<file path="src/rtl/mt_pkg.sv">
`default_nettype none
// ============================================================================
//  Module   : mt_pkg
//  Purpose  : MT19937 constants shared by the generator and the state
//             recovery block, plus the recovery FSM state type.
//  Revision : 1.0 - initial release
// ============================================================================
package mt_pkg;

  // MT19937 recurrence and tempering constants
  localparam int          MT_W      = 32;
  localparam int          MT_N      = 624;
  localparam int          MT_M      = 397;
  localparam int          MT_R      = 31;
  localparam logic [31:0] MT_A      = 32'h9908B0DF;
  localparam int          MT_U      = 11;
  localparam logic [31:0] MT_D      = 32'hFFFFFFFF;
  localparam int          MT_S      = 7;
  localparam logic [31:0] MT_B      = 32'h9D2C5680;
  localparam int          MT_T      = 15;
  localparam logic [31:0] MT_C      = 32'hEFC60000;
  localparam int          MT_L      = 18;
  localparam logic [31:0] MT_F      = 32'd1812433253;

  // Cycles between an extraction pulse and the next valid sample of the
  // generator output (index update plus SRAM read).
  localparam int          MT_SETTLE = 2;

  // Recovery FSM states
  typedef enum logic [2:0] {
    ST_IDLE  = 3'd0,
    ST_WAIT  = 3'd1,
    ST_INV_L = 3'd2,
    ST_INV_T = 3'd3,
    ST_INV_S = 3'd4,
    ST_INV_U = 3'd5,
    ST_EMIT  = 3'd6,
    ST_DONE  = 3'd7
  } rec_state_t;

  // Number of fixed-point iterations an inverse xorshift stage needs.
  function automatic int inv_iters(input int shift);
    return (MT_W + shift - 1) / shift;
  endfunction

endpackage
`default_nettype wire

</file>
<file path="src/rtl/mt_inv_shift.sv">
`default_nettype none
// ============================================================================
//  Module   : mt_inv_shift
//  Purpose  : One inverse-tempering stage, time-shared across the four
//             stages. Computes x' = y ^ ((x <shift> s) & mask) and counts
//             iterations while i_run is high; o_done flags the final one.
//  Revision : 1.0 - initial release
// ============================================================================
module mt_inv_shift #(
  parameter int KW = 6
) (
  input  logic          clk,
  input  logic          rst,
  input  logic          i_run,
  input  logic          i_left,
  input  logic [4:0]    i_shift,
  input  logic [31:0]   i_mask,
  input  logic [KW-1:0] i_k,
  input  logic [31:0]   i_x,
  input  logic [31:0]   i_y,
  output logic [31:0]   o_x_next,
  output logic          o_done
);

  logic [KW-1:0] r_iter;
  logic [31:0]   w_shifted;

  // One fixed-point step of the inverse xorshift (logical, zero-fill shifts)
  always_comb begin
    w_shifted = i_left ? (i_x << i_shift) : (i_x >> i_shift);
    o_x_next  = i_y ^ (w_shifted & i_mask);
  end

  assign o_done = i_run && (r_iter == (i_k - KW'(1)));

  // Iteration counter; restarts at zero for each new stage
  always_ff @(posedge clk) begin
    if (rst || !i_run || o_done) begin
      r_iter <= '0;
    end else begin
      r_iter <= r_iter + KW'(1);
    end
  end

endmodule
`default_nettype wire

</file>
<file path="src/rtl/mt_state_recover.sv">
`default_nettype none
// ============================================================================
//  Module   : mt_state_recover
//  Purpose  : Drives the generator extraction handshake, captures N tempered
//             outputs, untempers each one and streams the recovered state
//             words out with their index.
//  Revision : 1.0 - initial release
// ============================================================================
module mt_state_recover
  import mt_pkg::*;
#(
  parameter int          N      = MT_N,
  parameter int          U      = MT_U,
  parameter logic [31:0] D      = MT_D,
  parameter int          S      = MT_S,
  parameter logic [31:0] B      = MT_B,
  parameter int          T      = MT_T,
  parameter logic [31:0] C      = MT_C,
  parameter int          L      = MT_L,
  parameter int          SETTLE = MT_SETTLE
) (
  input  logic                                clk,
  input  logic                                rst,
  input  logic                                start,
  input  logic                                mt_ready,
  input  logic [31:0]                         mt_r_num,
  output logic                                mt_trig,
  output logic [31:0]                         st_word,
  output logic [((N > 1) ? $clog2(N) : 1)-1:0] st_idx,
  output logic                                st_valid,
  output logic                                busy,
  output logic                                done
);

  localparam int IW = (N > 1) ? $clog2(N) : 1;
  localparam int SW = (SETTLE > 0) ? $clog2(SETTLE + 1) : 1;
  localparam int KW = 6;

  localparam logic [KW-1:0] c_k_l = KW'(inv_iters(L));
  localparam logic [KW-1:0] c_k_t = KW'(inv_iters(T));
  localparam logic [KW-1:0] c_k_s = KW'(inv_iters(S));
  localparam logic [KW-1:0] c_k_u = KW'(inv_iters(U));

  rec_state_t     r_state;
  logic [IW-1:0]  r_idx;
  logic [SW-1:0]  r_settle;
  logic [31:0]    r_x;
  logic [31:0]    r_y;

  logic           w_capture;
  logic           w_run;
  logic           w_left;
  logic [4:0]     w_shift;
  logic [31:0]    w_mask;
  logic [KW-1:0]  w_k;
  rec_state_t     w_stage_next;
  logic [31:0]    w_x_next;
  logic           w_stage_done;

  // The acknowledge must coincide with the sample, so it is decoded from the
  // current state rather than registered; rst suppresses it immediately.
  assign w_capture = !rst && (r_state == ST_WAIT) && mt_ready && (r_settle == '0);
  assign mt_trig   = w_capture;

  // Select the shift/mask/iteration set of the active inverse stage
  always_comb begin
    w_run        = 1'b1;
    w_left       = 1'b0;
    w_shift      = 5'd0;
    w_mask       = 32'h0;
    w_k          = KW'(1);
    w_stage_next = ST_IDLE;
    case (r_state)
      ST_INV_L: begin
        w_shift = 5'(L); w_mask = 32'hFFFFFFFF; w_k = c_k_l; w_stage_next = ST_INV_T;
      end
      ST_INV_T: begin
        w_left = 1'b1; w_shift = 5'(T); w_mask = C; w_k = c_k_t; w_stage_next = ST_INV_S;
      end
      ST_INV_S: begin
        w_left = 1'b1; w_shift = 5'(S); w_mask = B; w_k = c_k_s; w_stage_next = ST_INV_U;
      end
      ST_INV_U: begin
        w_shift = 5'(U); w_mask = D; w_k = c_k_u; w_stage_next = ST_EMIT;
      end
      default: begin
        w_run = 1'b0;
      end
    endcase
  end

  mt_inv_shift #(
    .KW (KW)
  ) u_inv (
    .clk      (clk),
    .rst      (rst),
    .i_run    (w_run),
    .i_left   (w_left),
    .i_shift  (w_shift),
    .i_mask   (w_mask),
    .i_k      (w_k),
    .i_x      (r_x),
    .i_y      (r_y),
    .o_x_next (w_x_next),
    .o_done   (w_stage_done)
  );

  // Recovery sequencer: capture, four inverse stages, emit, repeat N times
  always_ff @(posedge clk) begin
    if (rst) begin
      r_state  <= ST_IDLE;
      r_idx    <= '0;
      r_settle <= '0;
      r_x      <= '0;
      r_y      <= '0;
      st_word  <= '0;
      st_idx   <= '0;
      st_valid <= 1'b0;
      busy     <= 1'b0;
      done     <= 1'b0;
    end else begin
      st_valid <= 1'b0;
      if (r_settle != '0) begin
        r_settle <= r_settle - SW'(1);
      end
      case (r_state)
        ST_IDLE, ST_DONE: begin
          if (start) begin
            r_idx    <= '0;
            r_settle <= '0;
            busy     <= 1'b1;
            done     <= 1'b0;
            r_state  <= ST_WAIT;
          end
        end
        ST_WAIT: begin
          if (w_capture) begin
            r_y      <= mt_r_num;
            r_x      <= mt_r_num;
            r_settle <= SW'(SETTLE);
            r_state  <= ST_INV_L;
          end
        end
        ST_INV_L, ST_INV_T, ST_INV_S, ST_INV_U: begin
          r_x <= w_x_next;
          if (w_stage_done) begin
            r_y     <= w_x_next;
            r_state <= w_stage_next;
          end
        end
        ST_EMIT: begin
          st_word  <= r_x;
          st_idx   <= r_idx;
          st_valid <= 1'b1;
          if (r_idx == IW'(N - 1)) begin
            busy    <= 1'b0;
            done    <= 1'b1;
            r_state <= ST_DONE;
          end else begin
            r_idx   <= r_idx + IW'(1);
            r_state <= ST_WAIT;
          end
        end
        default: begin
          r_state <= ST_IDLE;
        end
      endcase
    end
  end

endmodule
`default_nettype wire
</file>
<file path="config.mk">
export PLATFORM = sky130hd
export DESIGN_NAME = mt_state_recover
export DESIGN_NICKNAME = d
export VERILOG_FILES = /design/src/rtl/mt_pkg.sv /design/src/rtl/mt_inv_shift.sv /design/src/rtl/mt_state_recover.sv
export SDC_FILE = /design/constraint.sdc
export NUM_CORES = 1
export LEC_CHECK = 0
export BUFFER_PORTS_ARGS = -buffer_cell sky130_fd_sc_hd__buf_2
export CORE_UTILIZATION = 28
export DETAILED_ROUTE_END_ITERATION = 7
export GPL_TIMING_DRIVEN = 1
export RECOVER_POWER = 50
export SLEW_MARGIN = 20
export SYNTH_ARGS = -nofsm -noshare
export SYNTH_HDL_FRONTEND = slang
export SYNTH_SLANG_ARGS = --single-unit
</file>
<file path="constraint.sdc">
create_clock -name clk -period 2.23 [get_ports clk]
set_input_delay 0.446 -clock clk [delete_from_list [all_inputs] [get_ports clk]]
set_output_delay 0.446 -clock clk [all_outputs]
set_load 0.02 [all_outputs]
</file>
==> metrics <==
Comb pwr share between 20% and 30%; CTS root buffer clkbuf_16; fin. max-slew vios 0; Iteration-0 DRC Markers a little over 700; Seq/Total Area, Yosys between 30% and 40%; internal power about 5300 uW; worst skew pair latency around 0.42 ns; Sw Ratio 34.8%; Synth top cells by count nand2_1 (152), dfxtp_1 (130), a21oi_1 (99); Sw Pwr 2860 uW; multi-input combinational cell area ~0.0040 mm2; Final ANT Viol Nets 0; CTS tree done; post-synthesis cell type count between 80 and 90; PortBufs 81; main area contributors after synthesis dfxtp_1 (38%), nand2_1 (8.2%), a21oi_1 (7.1%); Final #Nets slightly above 1000; Core Util, Final a little over a third; Seq pwr share around 37%; Syn Nets a little over 900; DRC viols 0; CP startpoint kind flip-flop; gpl congestion between 0.8 and 0.9; Yosys top cell area share between 30% and 40%; worst vdd ir around 0.00056 V; H-tree depth 4; layout cells sized above 1 between 10% and 20%; Hold-fix buffers, CTS 0; register bit total from synthesis 130; max_cap viols 0; Synth area leader dfxtp_1; Seq. cell area 0.00261 mm2; boundary pin count 82; fmax roughly 470 MHz; Power Density between 900 and 1000 mW/mm2; Critical Path Max Stage Delay 0.42 ns; CP Data Required Time about 1.8 ns; WS Path Type flip-flop to output pin; largest net degree at the start of global routing 65; FP Rows 57; HPWL Detailed 16900 um; cells after synthesis around 900; via-per-instance ratio 5.40; final WL 23500 um; vias in the first global route roughly 6400; Area Growth Syn to Fin 22.8%; ys flop type dfxtp_1; Core Area about 0.024 mm2; antenna violations before repair 0; fill count around 2600; total grt overflow 0; # clock sinks 130; warnings from Yosys 0; CP max FO 10; count leader, synth nand2_1; CP arrival between 1.5 and 2 ns; EDFF count, synth 0; final hold vios 0; n_diodes 0; die span in x 159 um; Least-Margin Pin Slew 0.843 ns; run status complete, no violations; DIE HEIGHT roughly 160 um; hold crit path type primary input to flip-flop; mapped cell area 0.00693 mm2; Rel. slew slack between 40% and 50%; overall power around 8200 uW; Tmin final roughly 2.1 ns; first-pass GRT wire length around 37000 um; final setup fails 0; syn avg cell area between 7 and 8 um2; Total GRT Usage about a fifth; CP max stage cell dfxtp_4; Worst-path clk slew 0.06 ns; fin crit share 94.5%; initial core utilization about 29%; Clock power frac around 34%; clk_skew approximately 0.0083 ns; total CTS buffers 17; via count a little over 7000; TNS Setup 0 ns; wire per inst 18.0 um; FFs w/ async S/R, synth 0%; Clock Tree Buf Depth 2; DR pass1 iterations 5; die area roughly 0.025 mm2; CP Capture Type output pin; worst path cell trace buf_4, nor3b_4, nand2_2, clkinv_2, buf_2; hold slack roughly 0.29 ns; P_leak roughly 0.003 uW
## area by class of cell
type / instances / area share (%)
multi-input combinational: 661 / 46.6
sequential: 130 / 30.7
timing repair buffer: 146 / 10.6
clock buffer: 20 / 5.25
tap: 324 / 4.76
clock inverter: 11 / 1.62
inverter: 12 / 0.544
## power groups by stage
stage / registers [uW] / clock network (uW) / logic, uW
finish: 3010 / 2820 / 2370
global route: 3030 / 2950 / 2580
CTS: 2990 / 2860 / 2330
detailed placement: 3030 / 0 / 2310
global placement: 3030 / 0 / 2290
floorplan: 2820 / 0 / 1640
## worst max-delay path, delay by kind of cell (launching register included)
family        cells  cell delay (ns)
buf+inv           3             0.46
flops             1             0.42
simple gates      2             0.35
## logic make-up (layout without fill, tap and decap cells)
logic type	count (synthesis)	after routing	synth area share, %
and+or+nand+nor	338	338	23.2
AOI/OAI and AO/OA	272	272	26.6
adders and majority gates	2	2	0.361
buffers and inverters	85	189	5.70
muxes	19	19	2.83
xor gates and xnor gates	30	30	3.79
DFF	130	130	37.5
## sequential cells by signal (all words and copies together), names as in the netlist
signal and cells:
u_inv.r_iter 6, r_state 3, r_settle 2, busy 1, st_word 32, done 1
st_idx 10, r_idx 10, st_valid 1, r_x 32, r_y 32
## cell usage in the layout, fill, tap and decap left out, drive strengths merged, types with 5 or more instances in the layout
master / instances
buf: 100
dfxtp: 130
a21oi: 100
a221oi: 6
inv: 10
nand2: 152
clkbuf: 66
o22ai: 6
clkinv: 7
or3: 5
a22oi: 17
nor3b: 9
nand3: 18
nor2: 69
nor3: 24
xor2: 13
a211oi: 22
o31ai: 5
o211ai: 6
xnor2: 17
o2111ai: 5
nand3b: 5
mux2: 5
and3: 9
and3b: 5
a31oi: 8
mux2i: 14
o21a: 6
nand2b: 10
nor2b: 11
o32ai: 13
o21ai: 29
## per-stage QoR
step | cell area [um2] | setup slack, ns | cells
CTS | 8550 | 0.0188 | 1302
global placement | 7940 | 0.0216 | 1271
floorplan | 6930 | 0.312 | 876
global route | 8520 | -0.000660 | 1304
finish | 8520 | 0.122 | 1304
detailed placement | 7940 | 0.0234 | 1271
## worst paths after layout
check          startpoint   endpoint  slack, ns  depth (start not counted)
max            r_state[0]    mt_trig       0.12                          5
min          mt_r_num[16]    r_x[16]       0.29                          3
max reg2reg    r_state[0]    r_y[27]       0.18                          7
min reg2reg     st_idx[7]  st_idx[7]       0.45                          2
## per-layer routing
layer | routed length, um | GRT usage [%]
met1 | 10800 | 25.8
met2 | 10100 | 27.7
met3 | 2040 | 4.45
met4 | 587 | 7.21
met5 | 0 | 0
## timing repair
action | 4_1_cts | 5_1_grt
buffers inserted | 0 | 2
endpoints found under the setup margin | 1 | 20
pin swaps | 0 | 1
gates resized for setup | 5 | 5
Power figures use the tool's default switching activity.
